===== src/rtl/operand_sequencer.sv =====
// operand_sequencer: collects eight operand words from a valid/ready stream,
// pulses start to the compute core, waits for done (with a watchdog) and
// returns the captured result on a valid/ready handshake.
module operand_sequencer #(
  parameter int unsigned WIDTH          = 32,
  parameter int unsigned TIMEOUT_CYCLES = 1024
) (
  input  logic             clk,
  input  logic             rst,
  input  logic [WIDTH-1:0] in_data,
  input  logic             in_valid,
  output logic             in_ready,
  output logic [WIDTH-1:0] i1,
  output logic [WIDTH-1:0] i2,
  output logic [WIDTH-1:0] i3,
  output logic [WIDTH-1:0] i4,
  output logic [WIDTH-1:0] i5,
  output logic [WIDTH-1:0] i6,
  output logic [WIDTH-1:0] i7,
  output logic [WIDTH-1:0] i8,
  output logic             start,
  input  logic [WIDTH-1:0] core_result,
  input  logic             core_done,
  output logic [WIDTH-1:0] res_data,
  output logic             res_err,
  output logic             res_valid,
  input  logic             res_ready,
  output logic             busy
);

  localparam int unsigned WD_W = $clog2(TIMEOUT_CYCLES);
  localparam logic [WD_W-1:0] WD_LAST = WD_W'(TIMEOUT_CYCLES - 1);

  typedef enum logic [1:0] {
    LOAD = 2'd0,
    FIRE = 2'd1,
    WAIT = 2'd2,
    OUT  = 2'd3
  } state_t;

  state_t           state;
  logic [2:0]       cnt;
  logic [WIDTH-1:0] slot [8];
  logic [WD_W-1:0]  wd;
  logic [WD_W-1:0]  wd_inc;
  logic             timeout_hit;
  logic             accept;

  // in_ready is a decode of the state register, forced low while reset is held
  assign in_ready = (state == LOAD) && !rst;
  assign accept   = in_valid && in_ready;

  assign i1 = slot[0];
  assign i2 = slot[1];
  assign i3 = slot[2];
  assign i4 = slot[3];
  assign i5 = slot[4];
  assign i6 = slot[5];
  assign i7 = slot[6];
  assign i8 = slot[7];

  // Saturating watchdog increment; the timeout fires as the count reaches its last value
  always_comb begin
    wd_inc = (wd == '1) ? wd : wd + WD_W'(1);
  end

  assign timeout_hit = (wd_inc == WD_LAST);

  // Sequencer state, operand slots, watchdog and registered outputs
  always_ff @(posedge clk) begin
    if (rst) begin
      state     <= LOAD;
      cnt       <= 3'd0;
      for (int k = 0; k < 8; k++) slot[k] <= '0;
      start     <= 1'b0;
      res_data  <= '0;
      res_err   <= 1'b0;
      res_valid <= 1'b0;
      busy      <= 1'b0;
      wd        <= '0;
    end else begin
      start <= 1'b0;
      case (state)
        LOAD: begin
          if (accept) begin
            slot[cnt] <= in_data;
            cnt       <= cnt + 3'd1;
            if (cnt == 3'd7) begin
              state <= FIRE;
              start <= 1'b1;
              busy  <= 1'b1;
            end
          end
        end
        FIRE: begin
          wd    <= '0;
          state <= WAIT;
        end
        WAIT: begin
          wd <= wd_inc;
          // done has priority over a coincident timeout
          if (core_done) begin
            res_data  <= core_result;
            res_err   <= 1'b0;
            res_valid <= 1'b1;
            state     <= OUT;
          end else if (timeout_hit) begin
            res_data  <= '0;
            res_err   <= 1'b1;
            res_valid <= 1'b1;
            state     <= OUT;
          end
        end
        OUT: begin
          if (res_ready) begin
            res_valid <= 1'b0;
            busy      <= 1'b0;
            state     <= LOAD;
          end
        end
        default: state <= LOAD;
      endcase
    end
  end

endmodule


===== config.mk =====
export PLATFORM = sky130hd
export DESIGN_NAME = operand_sequencer
export DESIGN_NICKNAME = d
export VERILOG_FILES = /design/src/rtl/operand_sequencer.sv
export SDC_FILE = /design/constraint.sdc
export NUM_CORES = 1
export LEC_CHECK = 0
export ABC_AREA = 1
export BUFFER_PORTS_ARGS = -buffer_cell sky130_fd_sc_hd__buf_4
export CAP_MARGIN = 20
export CORE_MARGIN = 10
export CORE_UTILIZATION = 36
export DETAILED_ROUTE_END_ITERATION = 8
export HOLD_SLACK_MARGIN = 0.15
export SYNTH_ARGS = -nofsm -noshare
export SYNTH_HDL_FRONTEND = slang
export SYNTH_SLANG_ARGS = --single-unit

===== constraint.sdc =====
create_clock -name clk -period 2.85 [get_ports clk]
set_input_delay 0.285 -clock clk [delete_from_list [all_inputs] [get_ports clk]]
set_output_delay 0.285 -clock clk [all_outputs]
set_load 0.05 [all_outputs]

==> results.cfg, run 1 <==
[synth]
synth.distinct_cells = 27
syn_nets = 984
synth_area_mm2 = 0.01129
flops_latches_synth = 307
number_of_synthesized_flops_with_an_enable_pin = 256
total_number_of_yosys_warnings = 0
synth_top_cells_by_area = sky130_fd_sc_hd__edfxtp_1, sky130_fd_sc_hd__nor2_1, sky130_fd_sc_hd__dfxtp_1
ys_top_cells_by_count = sky130_fd_sc_hd__nor2_1, sky130_fd_sc_hd__edfxtp_1, sky130_fd_sc_hd__nand2_1
avgSynthCellArea_um2 = 12.43
seq_area_frac_synth_pct = 77.14
post-synth-top-count-cell = sky130_fd_sc_hd__nor2_1
async_reset_ff_share_pct = 0
yosys_most_used_dff = sky130_fd_sc_hd__edfxtp_1
syn-instance-count = 908
netlist.area_leader.share_pct = 68.10
synth_area_leader_cell = sky130_fd_sc_hd__edfxtp_1

[finish]
utilization_pct = 51.88
num-nets-final = 1398
final_cell_count_no_fill = 1740
footprint_of_the_multi_input_gates_mm2 = 0.002210
register_area_mm2 = 0.008708
area_growth_pct = 41.32
diodes = 0
drive_above_1_share_pct = 34.75
fill_cells = 2690

[route]
antenna_violating_nets_post_route = 0
drt_pass1_iterations = 5
drt_drc_violations_left = 0
detailedRoute.firstIterationViolations = 521
drt_total_wl_mm = 37.14
avgRoutedWirePerCell_um = 21.35
vias_per_cell = 4.734
total_via_count_after_detailed_routing = 8237

[job]
drv_cap = 0

[pwr]
power.share.switching_pct = 30.38
peakVddDrop_mv = 0.3577
sequentialPowerShare_pct = 45.4
p_per_area_mw_per_mm2 = 735.0
p_leak_nw = 6.897
cellInternalPower_mw = 8.163
p_sw_mw = 3.563
totalPowerFinal_mw = 11.73
power_frac_comb_pct = 20.1
clock_power_share_pct = 34.5

[critical_path]
ff2ff_path_depth = 9
required_ns = 3.02
startpoint_of_the_worst_register_to_register_path = state[0]
setup_crit_path_kind = reg2reg
worstSetupEndpointType = flop
cp_max_fo = 32
timing.critical_path.from_type = flop
end_of_the_worst_register_to_register_path = slot[7][4]
setup.reg_to_reg.worst_slack_ns = 0.59
timing.critical_path.arrival_ns = 2.43

[floorplan]
start_util_pct = 36.71
rows = 64
core_area_mm2 = 0.03075
die_height_um = 197.1
io_pins = 362
fp.dieArea_mm2 = 0.03884
die_x_um = 197.1

[timing]
layout_setup_ws_ns = 0.5913
setup-tns-final_ns = 0
clock.fmax_mhz = 442.7
grt_setup_unrepaired = no
final.min_clock_period_ns = 2.259
slew_viol_final = 0
hold_violations = 0
slew_headroom_pct = 49.30
fin_skew_ns = 0.02442
timing.final.setup_violations = 0
timing_worst_slew_pin_value_ns = 0.7596
final.period_utilization_pct = 79.25

[hold_path]
hold_path_stages = 3
worst_hold_path.endpoint = slot[2][20]
min-delay-start = in_data[20]
timing.hold.worst.class = in2reg

[clock_tree]
clock-root-buffer = sky130_fd_sc_hd__clkbuf_16
post_cts_resize_count = 0
tritoncts = built
clkSinkCount = 307
cts_made_buffers = 34
cts_buffer_depth = 3
h-tree-depth = 2
clkTransAtPathRegs_ns = 0.06
post-cts-setup-buffers = 0
worstSkewPairLatency_ns = 0.50

[placement]
placedCellCount = 1648
pre_cts_slack_ns = 0.5177
routability_congestion = 0.8133
dp_hpwl_mm = 26.05
port_buffers = 361

[global_route]
gr-total-overflow = 0
first_global_vias = 8486
largest_net_degree_at_the_start_of_global_routing = 45
antenna_found_initial = 0
gr-usage-all-layers_pct = 18.45
grt_first_pass_wirelength_mm = 54.17

[outcome]
run_status = complete, no violations
## final cells by class
cell class	count	share of cell area, %
clock inverter	16	0.6431
inverter	61	1.435
multi-input combinational	502	13.85
timing repair buffer	416	20.66
clock buffer	42	5.718
tap	396	3.106
sequential	307	54.59
## power by group through the flow
stage	registers (mW)	logic, mW	clock network [mW]
global route	5.35	2.50	4.32
detailed placement	5.41	2.35	0
global placement	5.40	2.34	0
floorplan	6.38	0.546	0
CTS	5.32	2.39	4.14
finish	5.32	2.36	4.04
## how the worst max path moves through the flow
stage / depth (start not counted) / endpoint / from / slack, ns
floorplan: 9 / slot[0][0] / state[0] / 0.16
global placement: 7 / slot[7][24] / rst / 0.58
detailed placement: 7 / slot[7][14] / rst / 0.52
CTS: 9 / slot[7][13] / state[0] / 0.55
global route: 9 / slot[7][4] / state[0] / 0.39
finish: 9 / slot[7][4] / state[0] / 0.59
## kinds of logic (layout without fill, tap and decap cells)
kind of cell             after synthesis  in the layout  share of synthesized area (%)
AO/OA/AOI/OAI                         58             58                          3.026
XOR/XNOR                               2              2                         0.1552
adder cells (fa/ha/maj)                7              7                         0.7758
buffers and inverters                 99            535                          3.591
flip-flops                           307            307                          77.14
AND/OR/NAND/NOR                      435            435                          15.31
## cell usage in the layout, fill, tap and decap left out, drive strengths merged, types with 4 or more instances in the layout
cell type | synthesis | layout
o21ai | 7 | 7
edfxtp | 256 | 256
dfxtp | 51 | 51
a21oi | 50 | 50
clkinv | 1 | 14
nand4 | 4 | 4
inv | 60 | 62
clkbuf | 34 | 42
dlygate4sd3 | 0 | 34
nand3 | 11 | 11
nor2 | 278 | 278
ha | 7 | 7
nand2 | 141 | 141
buf | 4 | 382
## worst max-delay path, stage by stage (launching register included)
cell and delay, ns:
sky130_fd_sc_hd__dfxtp_1 0.32, sky130_fd_sc_hd__inv_1 0.11, sky130_fd_sc_hd__ha_1 0.15, sky130_fd_sc_hd__inv_1 0.05
sky130_fd_sc_hd__nor2_2 0.09, sky130_fd_sc_hd__nand2_1 0.18, sky130_fd_sc_hd__nor2_1 0.34, sky130_fd_sc_hd__nand2_2 0.30
sky130_fd_sc_hd__nand2_2 0.16, sky130_fd_sc_hd__buf_12 0.23
## metrics by stage
step / hold WS [ns] / area [um^2]
after CTS: 0.1982 / 15950
after detailed placement: 0.4523 / 14600
after floorplan: 0.4325 / 11310
after global placement: 0.4477 / 14600
after global routing: 0.2256 / 15950
final: 0.2139 / 15950
## flip-flops by register name, summed over array words and instances (netlist names)
register,cells
busy,1
slot,256
res_valid,1
res_err,1
start,1
state,2
cnt,3
wd,10
res_data,32
## metal layers
| metal | global-route usage [%] | vias to the layer above | part of all wire [%] |
|---|---|---|---|
| li1 | - | 3835 | - |
| met3 | 7.513 | 48 | 12 |
| met4 | 4.443 | 0 | 1.8 |
| met1 | 21.79 | 3980 | 39 |
| met2 | 30.82 | 374 | 48 |
| met5 | 0 | - | 0 |
## repair_timing
action | CTS | global route
hold endpoints to repair | 34 | 0
hold buffers | 34 | 0
setup endpoints to repair | 0 | 0
(Power assumes the default switching activity.)
==> run 2: changes to the inputs <==
==> constraint.sdc (replaced) <==
create_clock -name clk -period 1.87 [get_ports clk]
set_input_delay 0.187 -clock clk [delete_from_list [all_inputs] [get_ports clk]]
set_output_delay 0.187 -clock clk [all_outputs]
set_load 0.05 [all_outputs]
==> results.cfg, run 2 (synthesis gave the netlist of run 1 again) <==
[critical_path]
setup_crit_path_kind = reg2reg
timing.critical_path.arrival_ns = 2.34
required_ns = 2.23
cp_max_fo = 6
worstSetupEndpointType = flop
timing.critical_path.from_type = flop

[timing]
grt_setup_unrepaired = yes
fin_skew_ns = 0.02416
timing.final.setup_violations = 34
slew_viol_final = 0
timing_worst_slew_pin_value_ns = 0.4330
final.period_utilization_pct = 105.7
clock.fmax_mhz = 506.0
layout_setup_ws_ns = -0.1065
slew_headroom_pct = 71.14
final.min_clock_period_ns = 1.976
hold_violations = 0

[pwr]
peakVddDrop_mv = 0.6800
p_per_area_mw_per_mm2 = 1100
p_leak_nw = 7.284
totalPowerFinal_mw = 18.64

[clock_tree]
cts_buffer_depth = 3
cts_made_buffers = 35
clkTransAtPathRegs_ns = 0.06
h-tree-depth = 2
worstSkewPairLatency_ns = 0.52
clock-root-buffer = sky130_fd_sc_hd__clkbuf_16
tritoncts = built
clkSinkCount = 307

[floorplan]
rows = 64
start_util_pct = 36.71
die_height_um = 197.1
io_pins = 362
die_x_um = 197.1
core_area_mm2 = 0.03075
fp.dieArea_mm2 = 0.03884

[finish]
flip_flop_count_of_the_largest_register_after_layout = 256
fill_cells = 2607
top_register = slot
reg.largest.list = slot x256, res_data x32, wd x10
drive_above_1_share_pct = 38.95
most-common-layout-cells = sky130_fd_sc_hd__buf_4, sky130_fd_sc_hd__nor2_1, sky130_fd_sc_hd__edfxtp_1
area_growth_pct = 50.07
register_area_mm2 = 0.008712
diodes = 0
area_of_all_placed_cells_without_fillers_mm2 = 0.01694
most_common_cell_after_layout_fill_and_taps_aside = sky130_fd_sc_hd__buf_4
footprint_of_the_multi_input_gates_mm2 = 0.002591
num-nets-final = 1456

[route]
drt_drc_violations_left = 0
vias_per_cell = 4.737
antenna_violating_nets_post_route = 0
drt_pass1_iterations = 4
drt_total_wl_mm = 38.61
topRoutingLayerUsed = met4
avgRoutedWirePerCell_um = 21.42
drt-met1-wl_mm = 14.96
total_via_count_after_detailed_routing = 8540
detailedRoute.firstIterationViolations = 509
met3WireLength_mm = 4.048
routed_wl_met2_mm = 18.70

[global_route]
largest_net_degree_at_the_start_of_global_routing = 33
grt_first_pass_wirelength_mm = 54.56
gr-usage-all-layers_pct = 18.38
gr-total-overflow = 0
antenna_found_initial = 0
first_global_vias = 8826

[outcome]
run_status = finished, violations left
failed_checks = setup timing

[placement]
dpl_cell_area_mm2 = 0.01481
dp_hpwl_mm = 25.23
port_buffers = 361
routability_congestion = 0.8208

[job]
drv_cap = 0

[hold_path]
timing.hold.worst.class = in2reg
==> run 2: cell count changes in the layout (fill, tap and decap cells not counted), sizes merged, moves of 2 or more <==
cell | previous run | this run
dlygate4sd3 | 34 | 64
nand2 | 141 | 144
buf | 382 | 403
clkinv | 14 | 16
clkbuf | 42 | 47
==> run 2: worst max-delay path, cell delays in order (launching register included) <==
cell                        delay, ns
sky130_fd_sc_hd__dfxtp_2         0.35
sky130_fd_sc_hd__ha_4            0.15
sky130_fd_sc_hd__nand2_4         0.06
sky130_fd_sc_hd__nor2_4          0.19
sky130_fd_sc_hd__buf_6           0.15
sky130_fd_sc_hd__nand2_2         0.05
sky130_fd_sc_hd__nand2_2         0.08
sky130_fd_sc_hd__nand2_2         0.05
sky130_fd_sc_hd__nor2_2          0.11
sky130_fd_sc_hd__nand3_2         0.12
sky130_fd_sc_hd__nand2_4         0.12
sky130_fd_sc_hd__nand2_8         0.10
sky130_fd_sc_hd__clkbuf_16       0.19
sky130_fd_sc_hd__nand2_2         0.05
sky130_fd_sc_hd__a21oi_1         0.05
==> run 2: layout make-up <==
cell class	instances	share of cell area [%]
clock buffers	45	5.517
clock inverters	19	0.9159
inverters	61	1.352
multi-input cells	506	15.30
flip-flops and latches	307	51.43
well taps	396	2.925
repair buffers	469	22.56
==> run 2: repair_timing <==
| action | 4_1_cts | 5_1_grt |
|---|---|---|
| setup endpoints to repair | 35 | 53 |
| gates resized for setup | 14 | 41 |
| pin swaps | 4 | 14 |
| endpoints found under the hold margin | 253 | 0 |
| cloned | 2 | 6 |
| buffers inserted | 10 | 0 |
| hold buffers | 64 | 0 |
==> run 2: stage by stage <==
stage / worst slack, ns / cells / TNS, ns / hold WS (ns) / util, %
after CTS: -0.08148 / 1797 / -1.773 / 0.1563 / 54.31
after floorplan: -0.08044 / 908 / -17.64 / 0.3345 / -
final: -0.1065 / 1803 / -2.685 / 0.1676 / 55.09
after detailed placement: -0.09637 / 1657 / -2.737 / 0.4526 / 48.17
after global routing: -0.2058 / 1803 / -7.734 / 0.1819 / 55.09
after global placement: -0.03684 / 1657 / -0.8140 / 0.4467 / 48.17
==> run 2: worst paths after layout <==
| kind | from | to | slack [ns] | cells after the start |
|---|---|---|---|---|
| max | wd[1] | res_data[9] | -0.11 | 14 |
| min | in_data[10] | slot[7][10] | 0.17 | 3 |
| max reg2reg | wd[1] | res_data[9] | -0.11 | 14 |
| min reg2reg | res_data[7] | res_data[7] | 0.46 | 2 |
==> run 2: where the power goes <==
group / internal (mW) / switching (mW)
clock: 3.82 / 2.69
combinational: 1.16 / 2.84
sequential: 7.91 / 0.216
==> run 2: metal layers <==
layer	vias to the layer above	track usage, %
met5	-	0
met4	0	5.127
met3	57	6.542
met2	387	31.01
met1	4128	21.76
li1	3968	-
